File: src/rtl/muldiv_pkg.sv
// Shared encodings for the multiply/divide sequencer: FSM states, op codes
// and the iteration count.
package muldiv_pkg;
   typedef enum logic [1:0] {
      IDLE = 2'd0,
      CALC = 2'd1,
      DONE = 2'd2
   } state_t;

   localparam logic OP_MUL       = 1'b0;
   localparam logic OP_DIV       = 1'b1;
   localparam int   MULDIV_ITERS = 32;
endpackage

File: src/rtl/muldiv_iter_step.sv
// One combinational iteration: shift-add multiply step or restoring-divide
// trial-subtract step, selected by i_op.
module muldiv_iter_step
   import muldiv_pkg::*;
#(
   parameter int WIDTH = MULDIV_ITERS
) (
   input  logic             i_op,
   input  logic [WIDTH-1:0] i_hi,
   input  logic [WIDTH-1:0] i_lo,
   input  logic [WIDTH-1:0] i_b,
   output logic [WIDTH-1:0] o_hi,
   output logic [WIDTH-1:0] o_lo
);
   logic [WIDTH:0]   w_sum;
   logic [WIDTH:0]   w_shift;
   logic [WIDTH-1:0] w_rem;
   logic             w_ge;

   always_comb begin
      w_sum   = {1'b0, i_hi} + (i_lo[0] ? {1'b0, i_b} : '0);
      w_shift = {i_hi, i_lo[WIDTH-1]};
      w_ge    = (w_shift >= {1'b0, i_b});
      // Remainder after a successful subtract is below the divisor, so it fits WIDTH bits.
      w_rem   = WIDTH'(w_shift - {1'b0, i_b});
      if (i_op == OP_MUL) begin
         o_hi = w_sum[WIDTH:1];
         o_lo = {w_sum[0], i_lo[WIDTH-1:1]};
      end else if (w_ge) begin
         o_hi = w_rem;
         o_lo = {i_lo[WIDTH-2:0], 1'b1};
      end else begin
         o_hi = w_shift[WIDTH-1:0];
         o_lo = {i_lo[WIDTH-2:0], 1'b0};
      end
   end
endmodule

File: src/rtl/muldiv_sequencer.sv
// Multi-cycle MULTU/DIVU controller holding HI/LO, with MTHI/MTLO writes.
// Define MULDIV_SIGNED_EN to add the op_signed port (signed ops, +1 cycle).
module muldiv_sequencer
   import muldiv_pkg::*;
#(
   parameter int WIDTH = MULDIV_ITERS,
   parameter int CNT_W = 6
) (
   input  logic             clk,
   input  logic             rst,
   input  logic             start,
   input  logic             op,
`ifdef MULDIV_SIGNED_EN
   input  logic             op_signed,
`endif
   input  logic [WIDTH-1:0] src_a,
   input  logic [WIDTH-1:0] src_b,
   input  logic             wr_hi,
   input  logic             wr_lo,
   input  logic [WIDTH-1:0] wr_data,
   output logic             busy,
   output logic             done,
   output logic             div_zero,
   output logic [WIDTH-1:0] hi,
   output logic [WIDTH-1:0] lo
);
   localparam logic [CNT_W-1:0] LAST = CNT_W'(WIDTH - 1);

   state_t             r_state;
   logic [CNT_W-1:0]   r_cnt;
   logic               r_op;
   logic [WIDTH-1:0]   r_acc_hi, r_acc_lo, r_b;
   logic [WIDTH-1:0]   r_hi, r_lo;
   logic               r_busy, r_done, r_div_zero;
   logic [WIDTH-1:0]   w_a_mag, w_b_mag;
   logic [WIDTH-1:0]   w_step_hi, w_step_lo;

`ifdef MULDIV_SIGNED_EN
   localparam logic [CNT_W-1:0] ITERS = CNT_W'(WIDTH);
   logic               r_sgn, r_neg_q, r_neg_r;
   logic               w_neg_a, w_neg_b;
   logic [2*WIDTH-1:0] w_prod_neg;
   logic [WIDTH-1:0]   w_fix_hi, w_fix_lo;

   assign w_neg_a    = op_signed & src_a[WIDTH-1];
   assign w_neg_b    = op_signed & src_b[WIDTH-1];
   assign w_a_mag    = w_neg_a ? -src_a : src_a;
   assign w_b_mag    = w_neg_b ? -src_b : src_b;
   assign w_prod_neg = -{r_acc_hi, r_acc_lo};

   always_comb begin
      if (r_op == OP_MUL) begin
         {w_fix_hi, w_fix_lo} = r_neg_q ? w_prod_neg : {r_acc_hi, r_acc_lo};
      end else begin
         w_fix_lo = r_neg_q ? -r_acc_lo : r_acc_lo;
         w_fix_hi = r_neg_r ? -r_acc_hi : r_acc_hi;
      end
   end
`else
   assign w_a_mag = src_a;
   assign w_b_mag = src_b;
`endif

   muldiv_iter_step #(.WIDTH(WIDTH)) u_step (
      .i_op (r_op),
      .i_hi (r_acc_hi),
      .i_lo (r_acc_lo),
      .i_b  (r_b),
      .o_hi (w_step_hi),
      .o_lo (w_step_lo)
   );

   always_ff @(posedge clk or posedge rst) begin
      if (rst) begin
         r_state    <= IDLE;
         r_cnt      <= '0;
         r_op       <= OP_MUL;
         r_acc_hi   <= '0;
         r_acc_lo   <= '0;
         r_b        <= '0;
         r_hi       <= '0;
         r_lo       <= '0;
         r_busy     <= 1'b0;
         r_done     <= 1'b0;
         r_div_zero <= 1'b0;
`ifdef MULDIV_SIGNED_EN
         r_sgn      <= 1'b0;
         r_neg_q    <= 1'b0;
         r_neg_r    <= 1'b0;
`endif
      end else begin
         r_done     <= 1'b0;
         r_div_zero <= 1'b0;
         case (r_state)
            IDLE, DONE: begin
               if (start) begin
                  r_op  <= op;
                  r_cnt <= '0;
`ifdef MULDIV_SIGNED_EN
                  r_sgn   <= op_signed;
                  r_neg_q <= w_neg_a ^ w_neg_b;
                  r_neg_r <= w_neg_a;
`endif
                  if (op == OP_DIV && src_b == '0) begin
                     r_hi       <= src_a;
                     r_lo       <= '1;
                     r_done     <= 1'b1;
                     r_div_zero <= 1'b1;
                     r_state    <= DONE;
                  end else begin
                     // Multiply keeps the multiplier in the low half; divide keeps the dividend there.
                     r_acc_hi <= '0;
                     r_acc_lo <= (op == OP_MUL) ? w_b_mag : w_a_mag;
                     r_b      <= (op == OP_MUL) ? w_a_mag : w_b_mag;
                     r_busy   <= 1'b1;
                     r_state  <= CALC;
                  end
               end else begin
                  if (wr_hi) r_hi <= wr_data;
                  if (wr_lo) r_lo <= wr_data;
                  r_state <= IDLE;
               end
            end
            CALC: begin
               r_acc_hi <= w_step_hi;
               r_acc_lo <= w_step_lo;
               r_cnt    <= r_cnt + CNT_W'(1);
`ifdef MULDIV_SIGNED_EN
               if (r_sgn && r_cnt == ITERS) begin
                  r_hi    <= w_fix_hi;
                  r_lo    <= w_fix_lo;
                  r_busy  <= 1'b0;
                  r_done  <= 1'b1;
                  r_state <= DONE;
               end else if (!r_sgn && r_cnt == LAST) begin
`else
               if (r_cnt == LAST) begin
`endif
                  r_hi    <= w_step_hi;
                  r_lo    <= w_step_lo;
                  r_busy  <= 1'b0;
                  r_done  <= 1'b1;
                  r_state <= DONE;
               end
            end
            default: r_state <= IDLE;
         endcase
      end
   end

   assign busy     = r_busy;
   assign done     = r_done;
   assign div_zero = r_div_zero;
   assign hi       = r_hi;
   assign lo       = r_lo;
endmodule
File: config.mk
export PLATFORM = sky130hd
export DESIGN_NAME = muldiv_sequencer
export DESIGN_NICKNAME = d
export VERILOG_FILES = /design/src/rtl/muldiv_pkg.sv /design/src/rtl/muldiv_iter_step.sv /design/src/rtl/muldiv_sequencer.sv
export SDC_FILE = /design/constraint.sdc
export NUM_CORES = 1
export LEC_CHECK = 0
export ABC_CLOCK_PERIOD_IN_PS = 7900
export BUFFER_PORTS_ARGS = -buffer_cell sky130_fd_sc_hd__buf_4
export CORE_ASPECT_RATIO = 1.5
export CORE_UTILIZATION = 28
export CTS_CLUSTER_DIAMETER = 60
export DETAILED_ROUTE_END_ITERATION = 16
export PLACE_DENSITY = 0.57
export SYNTH_ARGS = -nofsm -noshare
export SYNTH_HDL_FRONTEND = slang
export SYNTH_SLANG_ARGS = --single-unit
File: constraint.sdc
create_clock -name clk -period 7.9 [get_ports clk]
set_clock_uncertainty 0.05 [all_clocks]
set_input_delay 1.185 -clock clk [delete_from_list [all_inputs] [get_ports clk]]
set_output_delay 1.185 -clock clk [all_outputs]
set_load 0.005 [all_outputs]
==> impl_metrics.ini <==
[status]
status = finished, final reports clean

[logic_synthesis]
ys_ff_latch = 172
yosysTopAreaCell = dfrtp_1
ys_types = 72
synth_edf_count = 0
synth-seq-area-share_pct = 32.99
synth_nets = 1735
synth_top_area_share_pct = 32.99
netlist_area_um2 = 13050
ys.flop_type = dfrtp_1
avgSynthCellArea_um2 = 8.332
synthArstFlopShare_pct = 100.0
synth_area_leaders = dfrtp_1, mux2i_1, o21ai_0
syn_inst = 1566
ys_warn_count = 0

[critical_path]
crit_arrival_ns = 5.27
cp_slowest_cell = nor4_1
crit_fanout = 23
worst_setup_path_start_kind = input pin
cp_cell_sequence = buf_4 > nor4_1 > nand2_1 > nor4_1 > a21o_1 > o21a_1 > nand2_1 > a21oi_1 > a21boi_0 > a211o_1
critPathKind = input pin to register
end_kind = register
worstPathRequired_ns = 8.24
slowest_delay_ns = 0.87

[clock_tree]
path_clk_slew_ns = 0.08
post_cts_resized = 0
holdBufCountCts = 0
clk_latency_ns = 0.46
cts_tree = built
cts_sinks = 172
cts_setup_buffers = 0
root_buffer = clkbuf_16
cts_buffers = 17
clock_path_buffers = 2
htreeDepth = 4

[timing]
slew_headroom_pct = 21.23
setup_viol = 0
worst_slew_pin_slew_ns = 1.182
period_minus_slack_ns = 4.934
rsz0062_at_grt = false
maxSlewViolCount = 0
fin_crit_sh_pct = 62.45
tns_ns = 0
finalHoldViolCount = 0
fmax_mhz = 202.7

[power]
switching_share_pct = 51.00
vdd_drop_max_mv = 0.2118
comb_power_share_pct = 65.6
pwr-share-seq_pct = 23.2
power.density_nw_per_um2 = 514.1
p_switching_mw = 4.016
intPower_mw = 3.858
clockPowerShare_pct = 11.1
power_leakage_nw = 7.008

[global_route]
grt-ovfl-total = 0
grt_usage_pct = 19.43
grt_max_degree = 72
grt_pass1_vias = 12080
grt_pass1_wl_um = 71260
antenna_found_initial = 1

[die]
fp-row-count = 96
core_area_um2 = 45880
die_x_um = 178.3
die_h_um = 266.4
io_pins = 169
start_util_pct = 28.44
die-area_um2 = 47480

[routing]
wl_um = 45620
route.detailed.drc = 0
drtIter0Drc = 731
viasPerCell = 5.421
wl_per_cell_um = 20.24
dr.pass1.iters = 5
ant_nets = 0
vias = 12220

[cells_and_area]
finalNetCount = 1822
drive_gt1_share_pct = 16.03
fill_cells = 4887
fin_util_pct = 33.38
areaGrowthSynthToFinish_pct = 17.40
diodes = 0

[worst_hold_path]
hp-class = register to register

[placed_design]
io_buffers = 168
gp_congestion = 0.9316
place_hpwl_um = 35240

[flow_run]
max_cap_violations = 0
power groups by stage:
stage          registers [mW]  clock network [mW]  logic (mW)
6_report                 1.83               0.878        5.17
5_1_grt                  1.88               0.932        5.70
4_1_cts                  1.83               0.899        5.15
3_5_place_dp             1.84                   0        5.12
3_3_place_gp             1.84                   0        5.06
2_1_floorplan            1.60                   0        3.75
Yosys cell counts (all sizes together), types with 8 or more instances:
cell    count
nor4        8
dfrtp     172
nand3      31
nand2b      9
xnor2      33
a211oi     17
o21a       10
a21o       43
buf        21
a21oi     140
and2       35
a31oi      14
xor2       19
nor2       74
and3       10
clkbuf     94
nand2     183
mux2       32
inv        49
or3         8
nor3       23
o21ai     201
ha         65
o31ai      29
o211ai     29
mux2i     118
nor2b       9
nand4      19
logic make-up (layout without fill, tap and decap cells):
logic type               Yosys count  after routing  synth area share (%)
AND/OR/NAND/NOR                  420            420                 14.91
flip-flops                       172            172                 32.99
multiplexers                     150            150                 11.81
AO/OA/AOI/OAI                    541            541                 25.13
buffers and inverters            164            264                 5.121
adder cells (fa/ha/maj)           67             67                 6.540
XOR/XNOR                          52             52                 3.491
layer usage:
layer | up-vias | GRT usage (%) | wire length [um]
met1 | 5966 | 23.77 | 19100
li1 | 5844 | - | -
met5 | - | 0 | 0
met4 | 0 | 8.268 | 1613
met2 | 340 | 33.94 | 23060
met3 | 68 | 2.379 | 1855
cells in the final DEF, fill, tap and decap left out, types with 4 or more instances in the layout:
cell type	n
a21o_1	43
nand2_1	183
o211ai_1	29
a31oi_1	14
buf_4	183
o21ai_1	11
xnor2_1	33
inv_8	5
a21oi_1	140
clkbuf_16	17
mux2i_1	118
o31ai_1	29
nor4_1	7
nand3_1	31
o2111ai_1	4
nor3_1	23
nor2b_1	8
mux2_2	32
or3_1	7
inv_6	5
a211oi_1	17
clkinv_4	4
xor2_1	19
nor2_1	73
inv_1	48
o21bai_1	4
o21a_1	10
dfrtp_1	171
o22ai_1	4
o21ai_0	187
and2_1	35
o22a_1	5
and3_1	10
ha_1	65
a211o_1	4
nand2b_1	8
nand4_1	19
metrics by stage:
stage | setup slack, ns | area [um^2] | hold WS, ns | cells | power, mW
floorplan | 2.005 | 13050 | 0.4139 | 1566 | 5.346
global placement | 2.504 | 14720 | 0.4173 | 2222 | 6.903
detailed placement | 2.431 | 14720 | 0.4172 | 2222 | 6.964
CTS | 2.896 | 15320 | 0.4339 | 2254 | 7.881
global route | 2.736 | 15320 | 0.4420 | 2254 | 8.513
finish | 2.966 | 15320 | 0.4300 | 2254 | 7.874
state kept, by name (all words and copies together) (netlist names):
register and flops:
busy 1, r_acc_hi 32, hi 32, div_zero 1, r_op 1, r_acc_lo 32, r_cnt 6, r_b 32
lo 32, done 1, r_state 2
path summary, 6_finish.rpt:
check | start | endpoint | slack (ns) | depth (start not counted)
max | src_b[28] | hi[22]$_DFFE_PP0P_ | 2.97 | 10
min | lo[2]$_DFFE_PP0P_ | lo[2]$_DFFE_PP0P_ | 0.43 | 1
max reg2reg | r_acc_lo[0]$_DFFE_PP0P_ | hi[28]$_DFFE_PP0P_ | 3.38 | 11
min reg2reg | lo[2]$_DFFE_PP0P_ | lo[2]$_DFFE_PP0P_ | 0.43 | 1
max in group asynchronous | rst | hi[1]$_DFFE_PP0P_ | 5.82 | 3
min in group asynchronous | rst | lo[25]$_DFFE_PP0P_ | 0.78 | 2
area by class of cell:
cell class                      instances  area [um^2]  share of cell area, %
Timing Repair Buffer                  183         1374                  8.969
Inverter                               49        188.9                  1.233
Multi-Input combinational cell       1230         8113                  52.97
Tap cell                              588        735.7                  4.803
Clock buffer                           17        425.4                  2.777
Clock inverter                         15        172.7                  1.127
Sequential cell                       172         4308                  28.12
critical path: cells and delay by family:
family                 cells  cell delay, ns
buffers and inverters      1            0.12
AOI/OAI and AO/OA          5            1.70
and+or+nand+nor            4            2.26
No activity file was read; power rests on OpenSTA's default activity.
